**config.mk**
```make
export PLATFORM = sky130hd
export DESIGN_NAME = rx_link_ctrl
export DESIGN_NICKNAME = d
export VERILOG_FILES = /design/src/rtl/rx_link_ctrl.sv
export SDC_FILE = /design/constraint.sdc
export NUM_CORES = 1
export LEC_CHECK = 0
export ABC_AREA = 1
export BUFFER_PORTS_ARGS = -buffer_cell sky130_fd_sc_hd__buf_2
export CAP_MARGIN = 25
export CORE_MARGIN = 2
export CORE_UTILIZATION = 46
export DETAILED_ROUTE_END_ITERATION = 10
export GPL_TIMING_DRIVEN = 1
export PLACE_DENSITY_LB_ADDON = 0.1
export SLEW_MARGIN = 0
export SYNTH_ARGS = -nofsm -noshare
export SYNTH_HDL_FRONTEND = slang
export SYNTH_SLANG_ARGS = --single-unit
```
**constraint.sdc**
```tcl
create_clock -name clk_4f -period 1.3 [get_ports clk_4f]
set_input_delay 0.26 -clock clk_4f [delete_from_list [all_inputs] [get_ports clk_4f]]
set_output_delay 0.26 -clock clk_4f [all_outputs]
set_load 0.01 [all_outputs]
```
**src/rtl/rx_link_ctrl.sv**
```systemverilog
// Receive link controller: comma-count sync acquisition, gap-based loss detection, round-robin lane scheduling.
// Optional loss-of-sync statistics counter enabled by defining RX_LINK_STATS_EN.
module rx_link_ctrl #(
   parameter logic [7:0] BC_CHAR   = 8'hBC,
   parameter logic [7:0] IDLE_CHAR = 8'h7C,
   parameter int unsigned SYNC_CNT = 4,
   parameter int unsigned GAP_MAX  = 3
) (
   input  logic       clk_4f,
   input  logic       reset_L,
   input  logic [7:0] sp_byte,
   input  logic       sp_valid,
   output logic [7:0] data_out,
   output logic       data_valid,
   output logic [1:0] lane_sel,
   output logic       active,
   output logic [7:0] idle_out,
   output logic [7:0] sync_loss_cnt
);

   typedef enum logic [1:0] {HUNT, SYNCING, LOCKED} state_t;

   localparam logic [3:0] SYNC_CNT_W = 4'(SYNC_CNT);
   localparam logic [3:0] GAP_MAX_W  = 4'(GAP_MAX);
   localparam bit         LOCK_ON_FIRST = (SYNC_CNT == 1);

   state_t     state, state_nx;
   logic [3:0] bc_cnt, bc_nx;
   logic [3:0] gap_cnt, gap_nx;
   logic [1:0] lane_ptr, lane_nx;
   logic [7:0] dout_nx;
   logic [1:0] lsel_nx;
   logic       dv_nx;

   // NOTE: sequential state uses non-blocking assignments so every register samples pre-edge values.
   always_ff @(posedge clk_4f) begin
      if (!reset_L) begin
         state      <= HUNT;
         bc_cnt     <= '0;
         gap_cnt    <= '0;
         lane_ptr   <= '0;
         data_out   <= '0;
         data_valid <= 1'b0;
         lane_sel   <= '0;
      end else begin
         state      <= state_nx;
         bc_cnt     <= bc_nx;
         gap_cnt    <= gap_nx;
         lane_ptr   <= lane_nx;
         data_out   <= dout_nx;
         data_valid <= dv_nx;
         lane_sel   <= lsel_nx;
      end
   end

   // NOTE: every combinational output gets a default first so no path can infer a latch.
   always_comb begin
      state_nx = state;
      bc_nx    = bc_cnt;
      gap_nx   = gap_cnt;
      lane_nx  = lane_ptr;
      dout_nx  = data_out;
      lsel_nx  = lane_sel;
      dv_nx    = 1'b0;
      case (state)
         HUNT: begin
            if (sp_valid && sp_byte == BC_CHAR) begin
               bc_nx = 4'd1;
               if (LOCK_ON_FIRST) begin
                  state_nx = LOCKED;
                  lane_nx  = '0;
                  gap_nx   = '0;
               end else begin
                  state_nx = SYNCING;
               end
            end else begin
               bc_nx = '0;
            end
         end
         SYNCING: begin
            if (sp_valid) begin
               if (sp_byte == BC_CHAR) begin
                  bc_nx = bc_cnt + 4'd1;
                  if (bc_nx == SYNC_CNT_W) begin
                     state_nx = LOCKED;
                     lane_nx  = '0;
                     gap_nx   = '0;
                  end
               end else begin
                  state_nx = HUNT;
                  bc_nx    = '0;
               end
            end
         end
         LOCKED: begin
            if (sp_valid) begin
               gap_nx = '0;
               // Comma and idle bytes keep the link alive but carry no payload.
               if (sp_byte != BC_CHAR && sp_byte != IDLE_CHAR) begin
                  dout_nx = sp_byte;
                  lsel_nx = lane_ptr;
                  dv_nx   = 1'b1;
                  lane_nx = lane_ptr + 2'd1;
               end
            end else begin
               gap_nx = (gap_cnt == 4'hF) ? gap_cnt : gap_cnt + 4'd1;
               if (gap_nx == GAP_MAX_W) begin
                  state_nx = HUNT;
                  bc_nx    = '0;
               end
            end
         end
         default: begin
            state_nx = HUNT;
            bc_nx    = '0;
         end
      endcase
   end

   assign active   = (state == LOCKED);
   assign idle_out = active ? 8'h00 : IDLE_CHAR;

`ifdef RX_LINK_STATS_EN
   logic [7:0] loss_q;
   logic       loss_evt;

   assign loss_evt = (state == LOCKED) && (state_nx == HUNT);

   always_ff @(posedge clk_4f) begin
      if (!reset_L)
         loss_q <= '0;
      else if (loss_evt && loss_q != 8'hFF)
         loss_q <= loss_q + 8'd1;
   end

   assign sync_loss_cnt = loss_q;
`else
   assign sync_loss_cnt = 8'h00;
`endif

endmodule
```
Word level (Yosys, flattened, before mapping)
Cells that the tools add are included.
{ "op_classes": {"eq_ne": 17, "reduce_logical": 10, "add_sub_neg": 3, "mux": 27} }
{ "op_table": {"columns": ["cell", "count"], "rows": [
  ["4-bit 2-to-1 mux", 9],
  ["2-bit 2-to-1 mux", 11],
  ["2-bit != test, second input constant", 6],
  ["4-bit case mux with 3 select lines", 1],
  ["3-bit AND reduction", 3],
  ["4-bit by 1-bit adder with 4-bit output, second input constant", 2],
  ["8-bit == test, second input constant", 1],
  ["8-bit by 7-bit != test with 1-bit output, second input constant", 1],
  ["8-bit != test, second input constant", 1],
  ["4-bit case mux with 2 select lines", 1],
  ["7-bit 2-to-1 mux", 1],
  ["2-bit case mux with 3 select lines", 1],
  ["6-bit AND reduction", 1],
  ["5-bit AND reduction", 1],
  ["4-bit by 2-bit == test with 1-bit output, second input constant", 1],
  ["4-bit by 3-bit == test with 1-bit output, second input constant", 1],
  ["4-bit == test, second input constant", 1],
  ["2-bit by 1-bit != test with 1-bit output, second input constant", 2],
  ["2-bit case mux with 2 select lines", 1],
  ["4-bit AND reduction", 1],
  ["3-bit != test, second input constant", 1],
  ["2-bit by 1-bit adder with 2-bit output, second input constant", 1],
  ["2-bit by 1-bit == test with 1-bit output, second input constant", 1],
  ["2-bit == test, second input constant", 1],
  ["other kinds (4)", 6]
]} }
{ "totals": {"in_bits": 11, "register_bits": 23, "output_inout_bits": 28} }

Logic depth before layout (Yosys ltp)
Gate-level depths: netlist of the first run.
{ "logic_depth": {"word_depth": 6, "ltp_mapped": 13, "depth_no_buf": 13} }

Least setup slack after synthesis of the first run
Ideal clock, no wire load.
{ "synth_path": {"kind": "register to register", "startpoint": "register gap_cnt[0]", "endpoint": "register bc_cnt[1]", "arrival_ps": 1351, "t_required_ps": 1184, "path_stages_with_launch": 11, "setup_ps": 116, "path_slack_ps": -167, "n_path_buf": 0, "period_less_slack_ps": 1467, "cell_sequence": "dfxtp_1 ha_1 nand3_2 nand2_2 nand2_1 nor2_1 nand2_1 nand2_4 nand2_2 o21ai_0 nor2_1"} }
{ "synth_between": {"elab_chain_cells": 5, "elab_cells_between_ends": 6} }
{ "synth_lines": {"columns": ["item", "line_no", "text"], "rows": [
  ["start: declaration", "29", "logic [3:0] gap_cnt, gap_nx;"],
  ["start signal: assignment", "48", "gap_cnt <= gap_nx;"],
  ["4-bit by 1-bit adder with 4-bit output or 4-bit == test (tied branches)", "106", "gap_nx = (gap_cnt == 4'hF) ? gap_cnt : gap_cnt + 4'd1;"],
  ["4-bit 2-to-1 mux (*)", "106", null],
  ["4-bit by 2-bit == test with 1-bit output (*)", "107", "if (gap_nx == GAP_MAX_W) begin"],
  ["2-bit by 1-bit != test with 1-bit output (no line) (*)", null, null],
  ["3-bit AND reduction (no line) (*)", null, null],
  ["end signal: assignment", "47", "bc_cnt <= bc_nx;"],
  ["end: declaration", "28", "logic [3:0] bc_cnt, bc_nx;"]
]} }
Every way passes the cells marked *; elsewhere a longest branch is shown, timed or not.
A chain may end at the register's enable or synchronous reset.

Final worst setup path of the first run
{ "layout_path": {"startpoint": "register gap_cnt[0]", "endpoint": "register state[1]"} }
{ "layout_between": {"elab_chain_cells": 5, "elab_cells_between_ends": 6} }
{ "layout_lines": {"columns": ["item", "line_no", "text"], "rows": [
  ["4-bit by 1-bit adder with 4-bit output or 4-bit == test (tied branches)", "106", null],
  ["4-bit 2-to-1 mux (*)", "106", null],
  ["4-bit by 2-bit == test with 1-bit output (*)", "107", null],
  ["2-bit by 1-bit != test with 1-bit output (no line) (*)", null, null],
  ["5-bit AND reduction (no line) (*)", null, null],
  ["end signal: assignment", "46", "state <= state_nx;"],
  ["end: declaration", "27", "state_t state, state_nx;"]
]} }
Marked as above.

==> metrics.yaml, run 1 <==
run_status:
  status: "finished with violations"
  violations: "negative setup slack"
yosys:
  yosys.area.top_type_share: 0.3411
  synth_compound_area_frac: 0.09731
  synth_area_um2: 1350
  ys_ff_latch: 23
  ys_types: 25
  synth_top_family_by_area: "simple AND/OR/NAND/NOR gates"
  synth-xor-area-share: 0.006487
  muxShareOfSynthArea: 0
  synthTopCellsByArea: "dfxtp_1 34%, nand2_1 12%, nand3_1 9.6%"
  synthAdderAreaFrac: 0.02780
  synth-async-reset-ratio: 0
  yosysSeqAreaShare: 0.3411
  synth_top_flop_cell: "dfxtp_1"
  yosysWarnings: 0
  synthCells: 198
  synth_edf_count: 0
  yosys.area_share.simple: 0.3513
  syn_area_per_cell_um2: 6.818
  yosys.area.top_type: "dfxtp_1"
setup_path:
  slowest_stage: "dfxtp_4"
  path_common_cell: "nand2_2"
  crit_fanout: 6
  worstPathCellList: "ha_4 > inv_2 > nand2_2 > nand2_2 > nand3_2 > nor2_2 > nand2_2 > nand2_4 > nand3_4 > nand2_1 > nand2_1 > nor2_1"
  cp.required_ns: 1.56
  cp_data_arrival_time_ns: 1.72
  cpPeakStageDelay_ns: 0.38
  worstSetupStartpointType: "flip-flop"
  worst-setup-path-type: "flip-flop to flip-flop"
  end_kind: "flip-flop"
power:
  pwr-share-comb: 0.529
  p_leak_uw: 0.0009031
  p_switching_uw: 1074
  ir_drop_mv: 0.9821
  power_density_nw_per_um2: 1380
  fin_total_pwr_uw: 2658
  internal_power_uw: 1583
  p_seq_frac: 0.341
  swShare: 0.4042
  clock_power_share: 0.130
cells_and_area:
  final_nets: 271
  drive_above_1_share: 0.4336
  antenna_cells: 0
  syn2layout_area_growth_pct: 42.63
drt:
  ant_nets: 0
  wl_per_cell_um: 11.84
  wirelength_um: 3399
  drc: 0
  vias: 1422
  drtIter0Drc: 60
  viasPerCell: 4.955
  dr.pass1.iters: 4
die:
  die_h_um: 58.18
  ios: 39
  rows: 19
  dieArea_um2: 3384
  core_um2: 2781
  start_util: 0.4854
  die_w_um: 58.18
clocking:
  cts_buffer_depth: 2
  clkLatencyLatePin_ns: 0.32
  ctsHoldBuffers: 0
  cts_tree: "yes"
  clkTransAtPathRegs_ns: 0.13
  cts.sinks: 23
  cts_max_level: 1
  cts_root_buffer: "clkbuf_4"
  numCtsBuffers: 3
sta:
  slew_viol_final: 0
  grt_setup_unrepaired: "yes"
  layout_setup_ws_ns: -0.1562
  fin_tns_setup_ns: -1.791
  worst_clock_skew_ns: 0.0006752
  fmax_ghz: 0.6867
  setup_viol: 19
  hold_viol: 0
  finalCritPeriodShare: 1.120
  fin_crit_ns: 1.456
grt:
  grt_first_pass_wirelength_um: 5457
  grt_max_degree: 14
  antenna_found_initial: 0
  first_global_vias: 1375
  grt_overflow: 0
  grt_usage: 0.2046
hold_path:
  hp-class: "input pin to flip-flop"
placed_design:
  place_ws_ns: -0.1481
  hpwl_um: 2367
  place_congestion: 0.8788
  io_buffers: 27
run:
  cap_violations: 0
## layout make-up
cell class / instances / area, um2
Fill cell: 238 / 855.8
Multi-Input combinational cell: 141 / 813.3
Timing Repair Buffer: 64 / 480.5
Sequential cell: 23 / 473.0
Inverter: 24 / 92.59
Tap cell: 31 / 38.79
Clock buffer: 3 / 22.52
Clock inverter: 1 / 5.005
## critical path: cells and delay by family, from the launching register on
kind / cells / cell delay, ns
DFF: 1 / 0.38
and+or+nand+nor: 10 / 0.77
buffers and inverters: 1 / 0.06
adders and majority gates: 1 / 0.18
## metal layers
metal  wire length (um)  global-route usage
met3                 96             0.03125
met4                 85             0.08970
met2               1769              0.3718
met1               1447              0.2352
met5                  0                   0
## power by group through the flow
stage / Clock [uW] / Sequential, uW / Combinational, uW
after detailed placement: 0 / 901 / 1060
final: 345 / 907 / 1410
after global placement: 0 / 899 / 1030
after global routing: 386 / 921 / 1550
after floorplan: 0 / 915 / 790
after CTS: 352 / 897 / 1330
## cells in the mapped netlist (3+ instances only)
cell / instances
buf_4: 17
a21oi_1: 19
o21ai_0: 5
nor2_1: 18
nand4_1: 3
nand2_1: 43
nand3_1: 26
inv_1: 22
dfxtp_1: 23
ha_1: 3
## kinds of logic (layout without fill, tap and decap cells)
| logic type | Yosys count | count (layout) |
|---|---|---|
| other cells | 1 | 11 |
| simple gates | 101 | 101 |
| buf+inv | 44 | 92 |
| xor+xnor | 1 | 1 |
| fa+ha+maj | 3 | 3 |
| compound gates | 25 | 25 |
| flops | 23 | 23 |
## final timing paths
kind                                  from  slack (ns)                       end  cells after the start
setup / recovery   gap_cnt[0]$_SDFFE_PN0P_       -0.16     state[1]$_SDFFE_PN0P_                     12
hold / removal                  sp_byte[1]        0.21  data_out[1]$_SDFFE_PN0P_                      3
setup reg to reg   gap_cnt[0]$_SDFFE_PN0P_       -0.16     state[1]$_SDFFE_PN0P_                     12
hold reg to reg   data_out[2]$_SDFFE_PN0P_        0.46  data_out[2]$_SDFFE_PN0P_                      2
## state kept, by name (all words and copies together) (netlist names)
name and count:
data_out 8, bc_cnt 4, gap_cnt 4, lane_ptr 2, lane_sel 2, state 2, data_valid 1
## what timing repair did
| item | in CTS | in global routing |
|---|---|---|
| setup buffers | 9 | 2 |
| pin swaps | 16 | 17 |
| endpoints found under the setup margin | 18 | 29 |
| resized for setup | 31 | 15 |
## cell usage in the layout (no fill, tap or decap), types with 11 or more instances in the layout
cell | Yosys | layout
nand2_1 | 43 | 33
buf_4 | 17 | 29
nand3_1 | 26 | 21
buf_2 | 2 | 21
inv_1 | 22 | 19
dfxtp_1 | 23 | 17
nor2_1 | 18 | 16
a21oi_1 | 19 | 15
buf_6 | 0 | 14
nand2_2 | 2 | 11
conb_1 | 1 | 11
## through the flow
step           instance area (um2)  hold WS, ns  utilization  instances
2_1_floorplan                 1420       0.4251            -        208
3_3_place_gp                  1648       0.4452       0.5924        272
3_5_place_dp                  1648       0.4475       0.5924        272
4_1_cts                       1861       0.2041       0.6689        285
5_1_grt                       1926       0.2047       0.6923        287
6_report                      1926       0.2062       0.6923        287
Power figures use the tool's default switching activity.
==> run 2, diff against run 1 <==
Settings changed: BUFFER_PORTS_ARGS -buffer_cell sky130_fd_sc_hd__buf_2 to default, CORE_UTILIZATION 46 to 55, DONT_BUFFER_PORTS from default to 1.
==> run 2 against run 1 <==
The run still ends with negative setup slack left. Sequential power increased by 2.8%. Combinational power down 19%. Non-clock buffer count down 38. Critical path depth fell by 2. First-iteration DRC count is 38% lower. Worst setup slack better by 0.025 ns. Register-to-register slack better by 0.03 ns. Critical endpoint is now bc_cnt[2]$_SDFFE_PN0P_. Largest cell class unchanged.
==> metrics.yaml, run 2 (synthesized netlist as in run 1, its figures left out) <==
cells_and_area:
  largestRegisters: "data_out: 8 flops, bc_cnt: 4 flops, gap_cnt: 4 flops"  # unchanged
  largest_reg_flops: 8  # unchanged
  final_common_cell: "nand2_1"  # unchanged
  final_cell_mix: "38 x nand2_1, 19 x nand3_1, 19 x buf_4, 17 x inv_1"  # was 33 x nand2_1, 29 x buf_4, 21 x nand3_1, 21 x buf_2, 19 x inv_1
  syn2layout_area_growth_pct: 24.56  # was 42.63%
  final_area_um2: 1682  # was 1926 um2
  antenna_cells: 0  # unchanged
  largest-register: "data_out"  # unchanged
  final_core_util: 0.7389  # was 0.6923
  fillers: 176  # was 238
  final_nets: 233  # was 271
  drive_above_1_share: 0.3394  # was 0.4336
setup_path:
  end_kind: "flip-flop"  # unchanged
  slowest_stage: "dfxtp_4"  # unchanged
  cp.required_ns: 1.56  # about the same
  worstSetupStartpointType: "flip-flop"  # unchanged
  path_common_cell: "buf_4"  # was nand2_2
  r2r_start: "bc_cnt[1]$_SDFFE_PN0P_"  # was gap_cnt[0]$_SDFFE_PN0P_
  reg2reg_slack_ns: -0.13  # was -0.16 ns
  rr_worst_depth: 10  # was 12
  crit_buf_inv: 4  # was 1
  cp_top_family: "buffers and inverters"  # was simple AND/OR/NAND/NOR gates
  cp_data_arrival_time_ns: 1.69  # was 1.72 ns
  cp-startpoint: "bc_cnt[1]$_SDFFE_PN0P_"  # was gap_cnt[0]$_SDFFE_PN0P_
  crit_fanout: 3  # was 6
  worst-setup-path-type: "flip-flop to flip-flop"  # unchanged
  worstPathCellList: "ha_4 > inv_2 > nand2_1 > nand2_2 > buf_4 > buf_4 > buf_4 > nor2_1 > o21ai_2 > nor2_1"  # was ha_4 > inv_2 > nand2_2 > nand2_2 > nand3_2 > nor2_2 > nand2_2 > nand2_4 > nand3_4 > nand2_1 > nand2_1 > nor2_1
  cpPeakStageDelay_ns: 0.39  # was 0.38 ns
  r2r-end: "bc_cnt[2]$_SDFFE_PN0P_"  # was state[1]$_SDFFE_PN0P_
sta:
  slew-limit-headroom: 0.6242
  setup_viol: 17  # was 19
  hold_viol: 0  # unchanged
  slew_viol_final: 0  # unchanged
  finalCritPeriodShare: 1.101  # was 1.120
  layout_setup_ws_ns: -0.1312  # was -0.1562 ns
  grt_setup_unrepaired: "yes"  # unchanged
  worst_pin_slew_ns: 0.5631
  worst_clock_skew_ns: 0.009148  # was 0.0006752 ns
  fmax_ghz: 0.6987  # was 0.6867 GHz
  fin_crit_ns: 1.431  # was 1.456 ns
clocking:
  cts.sinks: 23  # unchanged
  cts_max_level: 1  # unchanged
  clkLatencyLatePin_ns: 0.32  # about the same
  cts_root_buffer: "clkbuf_4"  # unchanged
  numCtsBuffers: 3  # unchanged
  clkTransAtPathRegs_ns: 0.13  # about the same
  cts_tree: "yes"  # unchanged
  cts_buffer_depth: 2  # unchanged
power:
  power_density_nw_per_um2: 1436  # was 1380 nW/um2
  ir_drop_mv: 1.188  # was 0.9821 mV
  p_leak_uw: 0.0007264  # was 0.0009031 uW
die:
  core_um2: 2276  # was 2781 um2
  dieArea_um2: 2867  # was 3384 um2
  rows: 17  # was 19
  die_w_um: 53.55  # was 58.18 um
  ios: 39  # unchanged
  start_util: 0.5932  # was 0.4854
  die_h_um: 53.55  # was 58.18 um
grt:
  antenna_found_initial: 0  # unchanged
  grt_first_pass_wirelength_um: 4650  # was 5457 um
  grt_max_degree: 17  # was 14
  grt_usage: 0.2254  # was 0.2046
  grt_overflow: 0  # unchanged
  first_global_vias: 1104  # was 1375
hold_path:
  hp-start: "reset_L"  # was sp_byte[1]
  hold_path_end: "bc_cnt[2]$_SDFFE_PN0P_"  # was data_out[1]$_SDFFE_PN0P_
  whs_path_depth: 2  # was 3
  hp-class: "input pin to flip-flop"  # unchanged
placed_design:
  postPlaceCellArea_um2: 1449  # was 1648 um2
  place_congestion: 0.9779  # was 0.8788
  hpwl_um: 2103  # was 2367 um
  io_buffers: 0  # was 27
run_status:
  violations: "negative setup slack"  # unchanged
  status: "finished with violations"  # unchanged
drt:
  wl_per_cell_um: 12.16  # was 11.84 um
  drc: 0  # unchanged
  vias: 1272  # was 1422
  ant_nets: 0  # unchanged
  wirelength_um: 2992  # was 3399 um
  viasPerCell: 5.171  # was 4.955
  drtIter0Drc: 37  # was 60
  dr.pass1.iters: 4  # unchanged
run:
  cap_violations: 0  # unchanged
[run 2: worst max path at each step]
stage	end	depth (start not counted)	slack, ns
after CTS	gap_cnt[0]$_SDFFE_PN0P_	9	-0.15
final	bc_cnt[2]$_SDFFE_PN0P_	10	-0.13
after global placement	gap_cnt[1]$_SDFFE_PN0P_	8	-0.13
after global routing	gap_cnt[1]$_SDFFE_PN0P_	9	-0.23
after detailed placement	gap_cnt[1]$_SDFFE_PN0P_	9	-0.17
after floorplan	state[0]$_SDFFE_PN0P_	10	-0.02
[run 2: final cells by class]
class / instances / area (um2) / share of cell area
multi-input cells: 141 / 807.0 / 0.4799
repair buffers: 26 / 244.0 / 0.1451
well taps: 28 / 35.03 / 0.02083
inverters: 24 / 92.59 / 0.05506
clock buffers: 3 / 22.52 / 0.01339
clock inverters: 1 / 6.256 / 0.003720
flip-flops and latches: 23 / 474.2 / 0.2820
[run 2: metrics by stage]
stage	TNS, ns	setup WS (ns)	std cells	total power (uW)	hold slack, ns
floorplan	-0.07958	-0.02377	208	1705	0.4251
global placement	-1.076	-0.1331	234	1783	0.3834
detailed placement	-1.482	-0.1674	234	1816	0.3891
CTS	-1.535	-0.1473	245	2317	0.02698
global route	-3.494	-0.2338	246	2594	0.004218
finish	-1.464	-0.1312	246	2415	0.03221
[run 2: routing by layer]
layer / track usage / vias up / wire length (um)
met3: 0.06944 / 6 / 164
li1: - / 647 / -
met4: 0.05128 / 0 / 47
met5: 0 / - / 0
met1: 0.2586 / 579 / 1212
met2: 0.4074 / 40 / 1568
[run 2: report_power, final]
group | total [uW] | leakage [uW] | switching, uW | internal (uW)
registers | 932 | 0.000190 | 109 | 823
clock network | 341 | 0.0000183 | 222 | 120
logic | 1140 | 0.000518 | 673 | 469
[run 2: what timing repair did]
item	CTS	global route
buffers inserted	7	1
pin swaps	11	14
gates resized for setup	22	18
endpoints found under the setup margin	19	27
hold buffers	0	0
gates cloned	0	1
==> run 3, diff against run 2 <==
Settings changed: CORE_UTILIZATION 55 to 65.
Clock period 1.3 ns to 1.8 ns, I/O delays scaled along.
==> run 3 against run 2 <==
The flow now finishes without violations. Final cell count is 9.3% lower. Sequential share of layout area is 6.3 points higher. Critical path depth stayed put. Non-clock buffer count is 22 lower. Hold slack improved by 0.12 ns. Flip-flop and latch count did not move. Via count is 6.4% lower. Wire length fell by 8.5%. Maximum frequency decreased by 14%. Register-to-register slack improved by 0.26 ns. Combinational power shrank 49%. Worst setup slack improved by 0.26 ns. Highest routed layer unchanged.
==> metrics.yaml, run 3 (synthesized netlist as in run 1, its figures left out) <==
cells_and_area:
  final_core_util: 0.6837  # was 0.7389
  finalNonFillerCells: 223  # was 246
  largest-register: "data_out"  # unchanged
  seq_area_um2: 462.9  # was 474.2 um2
  largest_reg_flops: 8  # unchanged
  final_common_cell: "nand2_1"  # unchanged
  syn2layout_area_growth_pct: -0.6485  # was 24.56%
  fillers: 186  # was 176
  final_nets: 211  # was 233
  largestRegisters: "data_out: 8 flops, bc_cnt: 4 flops, gap_cnt: 4 flops"  # unchanged
  multi_input_area_um2: 695.7  # was 807.0 um2
  antenna_cells: 0  # unchanged
  final_cell_mix: "43 x nand2_1, 26 x nand3_1, 22 x inv_1, 21 x dfxtp_1, 19 x a21oi_1"  # was 38 x nand2_1, 19 x nand3_1, 19 x buf_4, 17 x inv_1
  drive_above_1_share: 0.1071  # was 0.3394
drt:
  dr.pass1.iters: 5  # was 4
  vias: 1191  # was 1272
  wirelength_um: 2738  # was 2992 um
  viasPerCell: 5.341  # was 5.171
  wl_per_cell_um: 12.28  # was 12.16 um
  ant_nets: 0  # unchanged
  drtIter0Drc: 46  # was 37
  drc: 0  # unchanged
sta:
  worst_clock_skew_ns: 0.007594  # was 0.009148 ns
  fin_crit_ns: 1.669  # was 1.431 ns
  slew-limit-headroom: 0.6640  # was 0.6242
  slew_viol_final: 0  # unchanged
  worst_pin_slew_ns: 0.5034  # was 0.5631 ns
  layout_setup_ws_ns: 0.1313  # was -0.1312 ns
  fin_tns_setup_ns: 0  # was -1.464 ns
  grt_setup_unrepaired: "no"  # was yes
  fmax_ghz: 0.5993  # was 0.6987 GHz
  setup_viol: 0  # was 17
  finalCritPeriodShare: 0.9271  # was 1.101
  hold_ws_ns: 0.1509  # was 0.03221 ns
  hold_viol: 0  # unchanged
setup_path:
  cpPeakStageDelay_ns: 0.36  # was 0.39 ns
  crit_fanout: 12  # was 3
  cp.required_ns: 2.02  # was 1.56 ns
  worstSetupStartpointType: "flip-flop"  # unchanged
  crit_buf_inv: 3  # was 4
  worstPathCellList: "inv_1 > nor2_4 > inv_4 > nor2_4 > o21bai_2 > inv_2 > nand3_4 > nand2_1 > nand2_1 > nor2_1"  # was ha_4 > inv_2 > nand2_1 > nand2_2 > buf_4 > buf_4 > buf_4 > nor2_1 > o21ai_2 > nor2_1
  cp_data_arrival_time_ns: 1.89  # was 1.69 ns
  cp_top_family: "simple AND/OR/NAND/NOR gates"  # was buffers and inverters
  slowest_stage: "dfxtp_1"  # was dfxtp_4
  end_kind: "flip-flop"  # unchanged
  worst-setup-path-type: "flip-flop to flip-flop"  # unchanged
clocking:
  numCtsBuffers: 3  # unchanged
  cts_root_buffer: "clkbuf_4"  # unchanged
  cts_tree: "yes"  # unchanged
  cts_buffer_depth: 2  # unchanged
  cts.sinks: 23  # unchanged
  clkLatencyLatePin_ns: 0.31  # was 0.32 ns
  cts_max_level: 1  # unchanged
  clkTransAtPathRegs_ns: 0.12  # was 0.13 ns
  ctsHoldBuffers: 0  # unchanged
die:
  ios: 39  # unchanged
  die_h_um: 49.58  # was 53.55 um
  core_um2: 1962  # was 2276 um2
  rows: 16  # was 17
  dieArea_um2: 2458  # was 2867 um2
  die_w_um: 49.58  # was 53.55 um
  start_util: 0.6881  # was 0.5932
power:
  ir_drop_mv: 0.7343  # was 1.188 mV
  power_density_nw_per_um2: 1103  # was 1436 nW/um2
  p_leak_uw: 0.0005838  # was 0.0007264 uW
run_status:
  status: "complete, no violations"  # was finished with violations
placed_design:
  hpwl_um: 2026  # was 2103 um
  place_congestion: 0.8793  # was 0.9779
  io_buffers: 0  # unchanged
  dp_cells: 217  # was 234
  place_ws_ns: 0.09155  # was -0.1674 ns
grt:
  grt_use_met3: 0.04545  # was 0.06944
  grt_max_degree: 17  # unchanged
  grt.met1_usage: 0.2884  # was 0.2586
  first_global_vias: 1090  # was 1104
  met2_usage: 0.4156  # was 0.4074
  grt_overflow: 0  # unchanged
  busiest_layer: "met2"  # unchanged
  grt_first_pass_wirelength_um: 4588  # was 4650 um
  antenna_found_initial: 0  # unchanged
  grt_usage: 0.2358  # was 0.2254
run:
  cap_violations: 0  # unchanged
hold_path:
  hp-class: "input pin to flip-flop"  # unchanged
==> run 3: cell types whose count changed in the layout (fill, tap and decap cells not counted), sizes merged <==
cell | before | now
buf | 25 | 4
inv | 25 | 24
==> run 3: layout make-up <==
class	instances	area share
clock buffers	4	0.01959
inverters	24	0.06903
multi-input cells	141	0.5187
flip-flops and latches	23	0.3451
well taps	27	0.02519
repair buffers	4	0.02239
==> run 3: timing repair <==
item	CTS	global route
setup endpoints to repair	0	5
gates resized for setup	0	3
buffers inserted	0	2
==> run 3: worst paths after layout <==
| path | from | to | slack [ns] | depth (start not counted) |
|---|---|---|---|---|
| worst max-delay path | state[1]$_SDFFE_PN0P_ | state[0]$_SDFFE_PN0P_ | 0.13 | 10 |
| worst min-delay path | reset_L | state[0]$_SDFFE_PN0P_ | 0.15 | 2 |
| worst max register to register | state[1]$_SDFFE_PN0P_ | state[0]$_SDFFE_PN0P_ | 0.13 | 10 |
| worst min register to register | bc_cnt[3]$_SDFFE_PN0P_ | bc_cnt[3]$_SDFFE_PN0P_ | 0.48 | 2 |
==> run 3: layer usage <==
layer	wire (um)	vias to the layer above	share of wire
met5	0	-	0
met4	23	0	0.0084
met3	145	5	0.053
met2	1369	44	0.50
met1	1200	542	0.44
li1	-	600	-
==> run 3: worst reg2reg max path, delay by kind of cell, from the launching register on <==
kind / cells / cell delay [ns]
AO/OA/AOI/OAI: 1 / 0.18
buffers and inverters: 3 / 0.33
flip-flops: 1 / 0.36
AND/OR/NAND/NOR: 6 / 0.70
==> run 3: where the power goes <==
part | leakage, uW | switching (uW) | internal (uW)
sequential | 0.000187 | 80.5 | 584
clock | 0.0000150 | 148 | 86.5
combinational | 0.000381 | 403 | 177
total | 0.000584 | 632 | 848
==> run 3: stage by stage <==
stage               power [uW]  instance area [um2]
finish                    1480                 1341
global route              1590                 1341
CTS                       1480                 1321
detailed placement        1243                 1295
global placement          1224                 1295
floorplan                 1207                 1388
